**src/rtl/tag_release_buffer.sv**
```systemverilog
// Commit-side queue of freed physical tags, presenting the two oldest to the freelist each cycle.
// Optional RELBUF_BYPASS_EN: tags arriving on an empty queue with hold=0 are released combinationally.
module tag_release_buffer #(
    parameter int TAG_W = 6,
    parameter int DEPTH = 16
) (
    input  logic             clk,
    input  logic             reset,
    input  logic [TAG_W-1:0] com_tag1,
    input  logic             com_tag1_val,
    input  logic [TAG_W-1:0] com_tag2,
    input  logic             com_tag2_val,
    input  logic             hold,
    output logic [TAG_W-1:0] released_tag1,
    output logic             released_tag1_val,
    output logic [TAG_W-1:0] released_tag2,
    output logic             released_tag2_val,
    output logic [1:0]       comnum,
    output logic             rel_full,
    output logic             overflow
);
    localparam int PTR_W = $clog2(DEPTH);
    localparam int CNT_W = PTR_W + 1;

    logic [TAG_W-1:0] mem [DEPTH];
    logic [PTR_W-1:0] rd_ptr, wr_ptr;
    logic [CNT_W-1:0] count;
    logic [TAG_W-1:0] tag1_p1, tag2_p1;
    logic             vld1_p1, vld2_p1;
    logic             rel_full_p1, overflow_p1;

    logic [1:0]       push_req, push_acc, pop;
    logic [TAG_W-1:0] push_tag0, push_tag1;
    logic [CNT_W-1:0] cnt_after_pop, free_after_pop, count_next;
    logic [PTR_W-1:0] rd_next;
    logic [TAG_W-1:0] tag1_p0, tag2_p0;
    logic             vld1_p0, vld2_p0;
    logic             bypass;

`ifdef RELBUF_BYPASS_EN
    assign bypass = (count == '0) && !hold;
`else
    assign bypass = 1'b0;
`endif

    // Stage 0: compact the push, retire what the freelist took, pick the next two oldest
    always_comb begin
        push_req  = {1'b0, com_tag1_val} + {1'b0, com_tag2_val};
        push_tag0 = com_tag1_val ? com_tag1 : com_tag2;
        push_tag1 = com_tag2;
        pop       = hold ? 2'd0 : ({1'b0, vld1_p1} + {1'b0, vld2_p1});

        cnt_after_pop  = count - CNT_W'(pop);
        free_after_pop = CNT_W'(DEPTH) - cnt_after_pop;
        if (bypass)
            push_acc = 2'd0;
        else if (free_after_pop >= CNT_W'(push_req))
            push_acc = push_req;
        else
            push_acc = free_after_pop[1:0];   // free < 2 here; youngest is dropped
        count_next = cnt_after_pop + CNT_W'(push_acc);
        rd_next    = rd_ptr + PTR_W'(pop);

        // Entries being written this edge are forwarded straight to the output slots
        if (cnt_after_pop != '0)
            tag1_p0 = mem[rd_next];
        else
            tag1_p0 = push_tag0;
        if (cnt_after_pop > CNT_W'(1))
            tag2_p0 = mem[rd_next + PTR_W'(1)];
        else if (cnt_after_pop == CNT_W'(1))
            tag2_p0 = push_tag0;
        else
            tag2_p0 = push_tag1;
        vld1_p0 = (count_next != '0);
        vld2_p0 = (count_next >= CNT_W'(2));
    end

    always_ff @(posedge clk) begin
        if (push_acc != 2'd0)
            mem[wr_ptr] <= push_tag0;
        if (push_acc == 2'd2)
            mem[wr_ptr + PTR_W'(1)] <= push_tag1;
    end

    // Stage 1: registered queue state and release outputs
    always_ff @(posedge clk or negedge reset) begin
        if (!reset) begin
            rd_ptr      <= '0;
            wr_ptr      <= '0;
            count       <= '0;
            tag1_p1     <= '0;
            tag2_p1     <= '0;
            vld1_p1     <= 1'b0;
            vld2_p1     <= 1'b0;
            rel_full_p1 <= 1'b0;
            overflow_p1 <= 1'b0;
        end else begin
            rd_ptr      <= rd_next;
            wr_ptr      <= wr_ptr + PTR_W'(push_acc);
            count       <= count_next;
            vld1_p1     <= vld1_p0;
            vld2_p1     <= vld2_p0;
            rel_full_p1 <= (CNT_W'(DEPTH) - count_next) < CNT_W'(2);
            if (push_acc != push_req && !bypass)
                overflow_p1 <= 1'b1;
            if (vld1_p0)
                tag1_p1 <= tag1_p0;
            if (vld2_p0)
                tag2_p1 <= tag2_p0;
        end
    end

`ifdef RELBUF_BYPASS_EN
    assign released_tag1     = bypass ? push_tag0 : tag1_p1;
    assign released_tag2     = bypass ? push_tag1 : tag2_p1;
    assign released_tag1_val = bypass ? (push_req != 2'd0) : vld1_p1;
    assign released_tag2_val = bypass ? (push_req == 2'd2) : vld2_p1;
`else
    assign released_tag1     = tag1_p1;
    assign released_tag2     = tag2_p1;
    assign released_tag1_val = vld1_p1;
    assign released_tag2_val = vld2_p1;
`endif
    assign comnum   = {1'b0, released_tag1_val} + {1'b0, released_tag2_val};
    assign rel_full = rel_full_p1;
    assign overflow = overflow_p1;
endmodule

```
**config.mk**
```make
export PLATFORM = sky130hd
export DESIGN_NAME = tag_release_buffer
export DESIGN_NICKNAME = d
export VERILOG_FILES = /design/src/rtl/tag_release_buffer.sv
export SDC_FILE = /design/constraint.sdc
export NUM_CORES = 1
export LEC_CHECK = 0
export CELL_PAD_IN_SITES_DETAIL_PLACEMENT = 1
export CELL_PAD_IN_SITES_GLOBAL_PLACEMENT = 1
export CORE_ASPECT_RATIO = 0.5
export CORE_MARGIN = 3
export CORE_UTILIZATION = 44
export CTS_CLUSTER_SIZE = 12
export DETAILED_ROUTE_END_ITERATION = 16
export GPL_TIMING_DRIVEN = 0
export PLACE_DENSITY = 0.69
export SKIP_LAST_GASP = 1
export SYNTH_ARGS = -nofsm -noshare
export SYNTH_HDL_FRONTEND = slang
export SYNTH_SLANG_ARGS = --single-unit
```
**constraint.sdc**
```tcl
create_clock -name clk -period 7.3 [get_ports clk]
set_input_delay 1.095 -clock clk [delete_from_list [all_inputs] [get_ports clk]]
set_output_delay 1.095 -clock clk [all_outputs]
set_load 0.05 [all_outputs]
```
==> summary.md, run 1 <==
| Metric | Value |
|---|---|
| Setup violators final | 0 |
| Non-Filler Instances | 868 |
| CP Capture Type | flop |
| Number of CTS-inserted buffers | 17 |
| Core area | 17,820 um2 |
| Endpoints failing hold | 0 |
| Total congestion overflow | 0 |
| Max_slew headroom | 16.60% |
| Mux cell area share after synthesis | 33.84% |
| Fraction of final layout cells sized beyond drive strength 1 | 34.86% |
| Rows | 34 |
| Outcome | finished, final reports clean |
| Count of state elements after synthesis | 125 |
| Post-synthesis net count | 606 |
| First-pass detailed-route iteration total | 5 |
| Routed vias | 5,260 |
| Met3 GRT Util | 5.289% |
| Post-synthesis adder-cell area fraction | 3.863% |
| Pre-CTS WS | -0.3576 ns |
| Final HPWL DP | 17.27 mm |
| Async SR Flop Fraction | 23.20% |
| Final Wtd Congestion | 0.8214 |
| F_max | 146.7 MHz |
| Slew Limit Fails | 0 |
| Hold_ws | 0.4803 ns |
| Antenna violations before repair | 0 |
| GR peak layer | met2 |
| Area share of and/or/nand/nor cells after synthesis | 6.068% |
| EDFF count, synth | 96 |
| Antenna Diode Count | 0 |
| Synth unique cells | 61 |
| Worst Max-Slew Pin Slew | 1.247 ns |
| Latest clock arrival within the worst-skew pair | 0.43 ns |
| Post CTS Setup Buffer Count | 0 |
| GRT Total Usage | 23.53% |
| M1 GR Usage | 34.18% |
| DRC violations left | 0 |
| R2R Setup Slk | 0.88 ns |
| Worst R2R Start | released_tag1_val$_DFF_PN0_ |
| Total negative slack | 0 ns |
| Min-Delay Path Depth | 2 |
| TritonCTS clock tree | yes |
| HP Start | released_tag1[5]$_DFFE_PN0P_ |
| Clock sinks | 125 |
| I/O Buffers | 34 |
| Clk buf depth | 2 |
| Die Wd | 199.4 um |
| Synth Area in Compound Gates | 7.270% |
| Ys Warns | 0 |
| FF-to-FF path depth | 22 |
| Post-DRT Antenna Nets | 0 |
| Synth Area in XOR/XNOR | 1.627% |
| Area grow syn2layout | 16.05% |
| Largest net degree at the start of global routing | 30 |
| Die Y | 102.7 um |
| Via density per instance | 6.060 |
| CP startpoint kind | primary input |
| DR iter-0 viols | 395 |
| Crit path kind | in -> reg |
| Crit path arrival time | 7.11 ns |
| WHS Endpoint | released_tag1[5]$_DFFE_PN0P_ |
| H-tree depth | 4 |
| Main combinational cell family by area after synthesis | multiplexers |
| Unrepaired setup endpoints after global routing | no |
| Crit path time final | 6.817 ns |
| Setup WS post-layout | 0.4828 ns |
| CTS Hold Bufs | 0 |
| Final nets | 661 |
| Prevailing post-synth register cell | edfxtp_1 |
| Hold Path Class | reg -> reg |
| Clock-pin slew on the worst setup and hold paths | 0.06 ns |
| Post-synthesis cell count | 566 |
| Mapped Area | 8227 um2 |
| CTS Root Cell | clkbuf_16 |
| Fill cells | 1,754 |
| I/O pin total | 35 |
| DRT Wirelength | 23.05 mm |
| Sequential-to-total area share from yosys stat | 43.86% |
| # Max-Cap Violations | 0 |
| Avg Cell Area, Syn | 14.53 um2 |
| Skew final | 0.01138 ns |
| Routed length per instance | 26.55 um |
| Vias in the first global route | 5,488 |
| Worst Path Required | 7.60 ns |
| Post-Place Cells | 835 |
| DIE AREA | 20,470 um2 |
| CP max FO | 10 |
| Initial Util | 46.15% |
| Fin crit share | 93.39% |
| Met2 GRT Util | 37.07% |
| Global-route wire length before repair | 34.80 mm |
| RR Endpoint | released_tag2[4]$_DFFE_PN0P_ |
[worst max-delay path by stage]
| stage | from | to | slack [ns] | depth (start not counted) |
|---|---|---|---|---|
| final | hold | released_tag2[4]$_DFFE_PN0P_ | 0.48 | 22 |
| after global routing | hold | released_tag2[4]$_DFFE_PN0P_ | 0.19 | 22 |
| after CTS | hold | released_tag2[4]$_DFFE_PN0P_ | 0.02 | 22 |
| after detailed placement | hold | released_tag2[3]$_DFFE_PN0P_ | -0.36 | 22 |
| after global placement | hold | released_tag2[4]$_DFFE_PN0P_ | -0.26 | 22 |
| after floorplan | released_tag1_val$_DFF_PN0_ | released_tag2[2]$_DFFE_PN0P_ | 1.32 | 22 |
[cell families after synthesis]
logic type	Yosys count
compound gates	68
xor+xnor	11
fa+ha+maj	23
buf+inv	61
flops	125
mux	183
simple gates	95
[metrics by stage]
stage | area [um2] | util (%)
floorplan | 8227 | -
global placement | 8860 | 49.71
detailed placement | 8882 | 49.83
CTS | 9519 | 53.40
global route | 9547 | 53.56
finish | 9547 | 53.56
[cell usage in the layout (no fill, tap or decap), drive strengths merged, types with 8 or more instances in the layout]
cell	n
buf	17
mux2	110
nand2	25
o21ai	20
nor2	17
ha	19
clkdlybuf4s50	33
nor2b	8
mux2i	19
edfxtp	96
inv	22
clkbuf	46
dfrtp	29
mux4	54
[what timing repair did]
action	4_1_cts	5_1_grt
setup endpoints to repair	0	14
hold endpoints to repair	0	0
gates resized for setup	0	2
[cell usage after synthesis (all sizes together) (14+ instances only)]
master / number / area share (%)
dfrtp: 29 / 8.8
ha: 19 / 2.9
mux2: 110 / 17
inv: 18 / 0.82
nor2: 17 / 0.81
buf: 14 / 1.3
o21ai: 20 / 2.5
nand2: 25 / 1.1
edfxtp: 96 / 35
clkbuf: 29 / 1.3
mux2i: 19 / 2.3
mux4: 54 / 15
[layout make-up]
type | count | area, um2 | area share, %
Multi-Input combinational cell | 380 | 4375 | 45.83
Sequential cell | 125 | 3608 | 37.80
Clock buffer | 17 | 425.4 | 4.456
Timing Repair Buffer | 36 | 347.8 | 3.644
Tap cell | 234 | 292.8 | 3.067
Buffer | 43 | 217.7 | 2.280
Clock inverter | 15 | 211.5 | 2.215
Inverter | 18 | 67.56 | 0.7077
[worst max-delay path: stages]
cell and delay (ns):
clkdlybuf4s50_1 0.41, nor2b_1 0.32, ha_1 0.25, inv_1 0.05, fa_1 0.49, nor2b_1 0.18, a31oi_1 0.55, nor2b_1 0.11
ha_1 0.29, and3b_1 0.19, nand3_1 0.23, mux2i_4 0.48, inv_1 0.16, ha_1 0.24, fa_1 0.46, nand2b_1 0.18
o211a_1 0.15, or3_1 0.34, a211oi_2 0.40, buf_2 0.29, or4_1 0.14, o211ai_1 0.09
[state kept, by name, summed over array words and instances, names as in the netlist]
| register | count |
|---|---|
| count | 5 |
| mem | 96 |
| overflow | 1 |
| rd_ptr | 4 |
| rel_full | 1 |
| released_tag1 | 6 |
| released_tag1_val | 1 |
| released_tag2 | 6 |
| released_tag2_val | 1 |
| wr_ptr | 4 |
[routing by layer]
layer  share of wire, %  vias up
met5                  0        -
met4               0.67        0
met3                5.2       14
met2                 45      130
met1                 49     2766
li1                   -     2350
Power of run 1 is left out: the tool's default activity adds up to more than one toggle a clock period on the data nets, which glitch-free logic cannot reach.
==> run 2, diff against run 1 <==
PLACE_DENSITY = 0.7   (was 0.69)
==> run 2 against run 1 <==
  * Final cell count is 0.23% lower
  * Sequential share of layout area is 0.31 points higher
  * First-iteration DRC count is 2.8% lower
  * Critical path type unchanged
  * Flip-flop and latch count stayed put
  * Largest cell class unchanged
  * Wire length is 1.2% lower
  * Critical path depth stayed put
  * Clock skew is 0.0025 ns lower
  * Utilization is 0.44 points lower
  * Design area is 0.83% lower
==> summary.md, run 2 (same netlist as run 1, synthesis figures left out) <==
| Metric | Value |
|---|---|
| WHS Endpoint | overflow$_DFFE_PN0P_ |
| Total negative slack | 0 ns (unchanged) |
| Hold Path Class | reg -> reg |
| CP Capture Type | flop |
| Crit path time final | 6.803 ns (-0.01409 ns) |
| First-pass detailed-route iteration total | 5 (unchanged) |
| Total congestion overflow | 0 (unchanged) |
| DR iter-0 viols | 384 (-2.8%) |
| Crit path arrival time | 7.10 ns (about the same) |
| Met3 GRT Util | 5.224% (-0.065 points) |
| Global-route wire length before repair | 35.07 mm (+0.75%) |
| Slew Limit Fails | 0 (unchanged) |
| Post-DRT Antenna Nets | 0 (unchanged) |
| Clock sinks | 125 (unchanged) |
| CP startpoint kind | primary input |
| Worst R2R Start | released_tag2_val$_DFF_PN0_ |
| Most frequent cells in the layout | 96 x edfxtp_1, 56 x mux2_2, 54 x mux4_2 |
| Pre-CTS WS | -0.2365 ns (+0.1211 ns) |
| H-tree depth | 4 (unchanged) |
| Antenna violations before repair | 0 (unchanged) |
| DRC violations left | 0 (unchanged) |
| Via density per instance | 6.155 (+1.6%) |
| # Max-Cap Violations | 0 (unchanged) |
| Rows | 34 (unchanged) |
| Clk buf depth | 2 (unchanged) |
| Latest clock arrival within the worst-skew pair | 0.42 ns (about the same) |
| Placed Area | 8870 um2 (-0.14%) |
| Fill cells | 1,724 (-1.7%) |
| Initial Util | 46.15% (unchanged) |
| I/O Buffers | 34 (unchanged) |
| Core area | 17,820 um2 (unchanged) |
| Outcome | finished, final reports clean |
| CTS Root Cell | clkbuf_16 |
| Unrepaired setup endpoints after global routing | no |
| M1 GR Usage | 34.88% (+0.69 points) |
| Met2 GRT Util | 36.25% (-0.82 points) |
| CTS Hold Bufs | 0 (unchanged) |
| RR Endpoint | released_tag2[2]$_DFFE_PN0P_ |
| Die Wd | 199.4 um (unchanged) |
| Largest net degree at the start of global routing | 30 (unchanged) |
| Register bank with the most flops | mem |
| Largest register FFs | 96 (unchanged) |
| Fraction of final layout cells sized beyond drive strength 1 | 34.49% (-0.36 points) |
| I/O pin total | 35 (unchanged) |
| CP max FO | 10 (unchanged) |
| Final nets | 659 (-0.30%) |
| F_max | 147.0 MHz (+0.21%) |
| Leading cell type in the layout, fill and taps excluded | edfxtp_1 |
| HP Start | overflow$_DFFE_PN0P_ |
| Final Cell Area | 9468 um2 (-0.83%) |
| Crit path kind | in -> reg |
| Routed vias | 5,330 (+1.3%) |
| Min-Delay Path Depth | 1 (-1) |
| Max_slew headroom | 15.77% (-0.83 points) |
| GR peak layer | met2 |
| Fin crit share | 93.19% (-0.19 points) |
| Final HPWL DP | 17.19 mm (-0.44%) |
| Routed length per instance | 26.29 um (-1.0%) |
| Die Y | 102.7 um (unchanged) |
| Vias in the first global route | 5,478 (-0.18%) |
| Number of CTS-inserted buffers | 17 (unchanged) |
| DRT Wirelength | 22.76 mm (-1.2%) |
| Setup violators final | 0 (unchanged) |
| Setup WS post-layout | 0.4969 ns (+0.01409 ns) |
| Multi-input combinational cell area | 4373 um2 (about the same) |
| DIE AREA | 20,470 um2 (unchanged) |
| TritonCTS clock tree | yes |
| Seq. cell area | 3608 um2 (unchanged) |
| GRT Total Usage | 23.64% (+0.10 points) |
| Endpoints failing hold | 0 (unchanged) |
| Worst Max-Slew Pin Slew | 1.253 ns (+0.005642 ns) |
| Final Wtd Congestion | 0.8475 (+3.2%) |
| Worst Path Required | 7.60 ns (about the same) |
| Area grow syn2layout | 15.09% |
| R2R Setup Slk | 0.90 ns (+0.02 ns) |
| FF-to-FF path depth | 22 (unchanged) |
| Antenna Diode Count | 0 (unchanged) |
| Skew final | 0.008913 ns (-0.002467 ns) |
| Clock-pin slew on the worst setup and hold paths | 0.06 ns (about the same) |
[run 2: through the flow]
stage               utilization, %  hold slack (ns)  instances
floorplan                        -           0.5251        566
global placement             49.71           0.4604        834
detailed placement           49.76           0.4635        834
CTS                          52.98           0.4805        866
global route                 53.12           0.5164        866
finish                       53.12           0.4741        866
[run 2: worst max-delay path by stage]
stage	start	to	slack, ns
2_1_floorplan	released_tag1_val$_DFF_PN0_	released_tag2[2]$_DFFE_PN0P_	1.32
5_1_grt	hold	released_tag2[2]$_DFFE_PN0P_	0.12
6_report	hold	released_tag2[2]$_DFFE_PN0P_	0.50
3_5_place_dp	hold	released_tag2[2]$_DFFE_PN0P_	-0.24
3_3_place_gp	hold	released_tag2[4]$_DFFE_PN0P_	-0.18
4_1_cts	hold	released_tag2[2]$_DFFE_PN0P_	0.19
[run 2: area by class of cell]
class                      instances  area share (%)
tap                              234           3.092
inverter                          18          0.7136
multi-input combinational        380           46.19
buffer                            43           2.299
timing repair buffer              34           3.542
clock buffer                      17           4.493
sequential                       125           38.11
clock inverter                    15           1.559
[run 2: routing by layer]
layer | routed length (um) | up-vias
met2 | 10170 | 161
li1 | - | 2341
met5 | 0 | -
met4 | 165 | 0
met3 | 1347 | 12
met1 | 11080 | 2816
[run 2: repair_timing]
| item | in CTS | in global routing |
|---|---|---|
| gates resized for setup | 0 | 2 |
| endpoints found under the setup margin | 0 | 14 |
| setup buffers | 0 | 0 |
[run 2: critical path, cell delays in order]
cell	delay [ns]
clkdlybuf4s50_1	0.41
nor2b_1	0.28
ha_1	0.24
inv_1	0.06
fa_1	0.64
inv_1	0.11
ha_1	0.37
ha_1	0.30
o21ai_0	0.09
and3b_1	0.23
nand3_1	0.21
mux2i_2	0.60
inv_1	0.20
ha_1	0.27
fa_1	0.43
xor2_1	0.34
inv_1	0.09
or3_1	0.33
a211oi_2	0.27
buf_2	0.27
or4_1	0.14
o211ai_1	0.09
Power of run 2 is left out for the same reason.
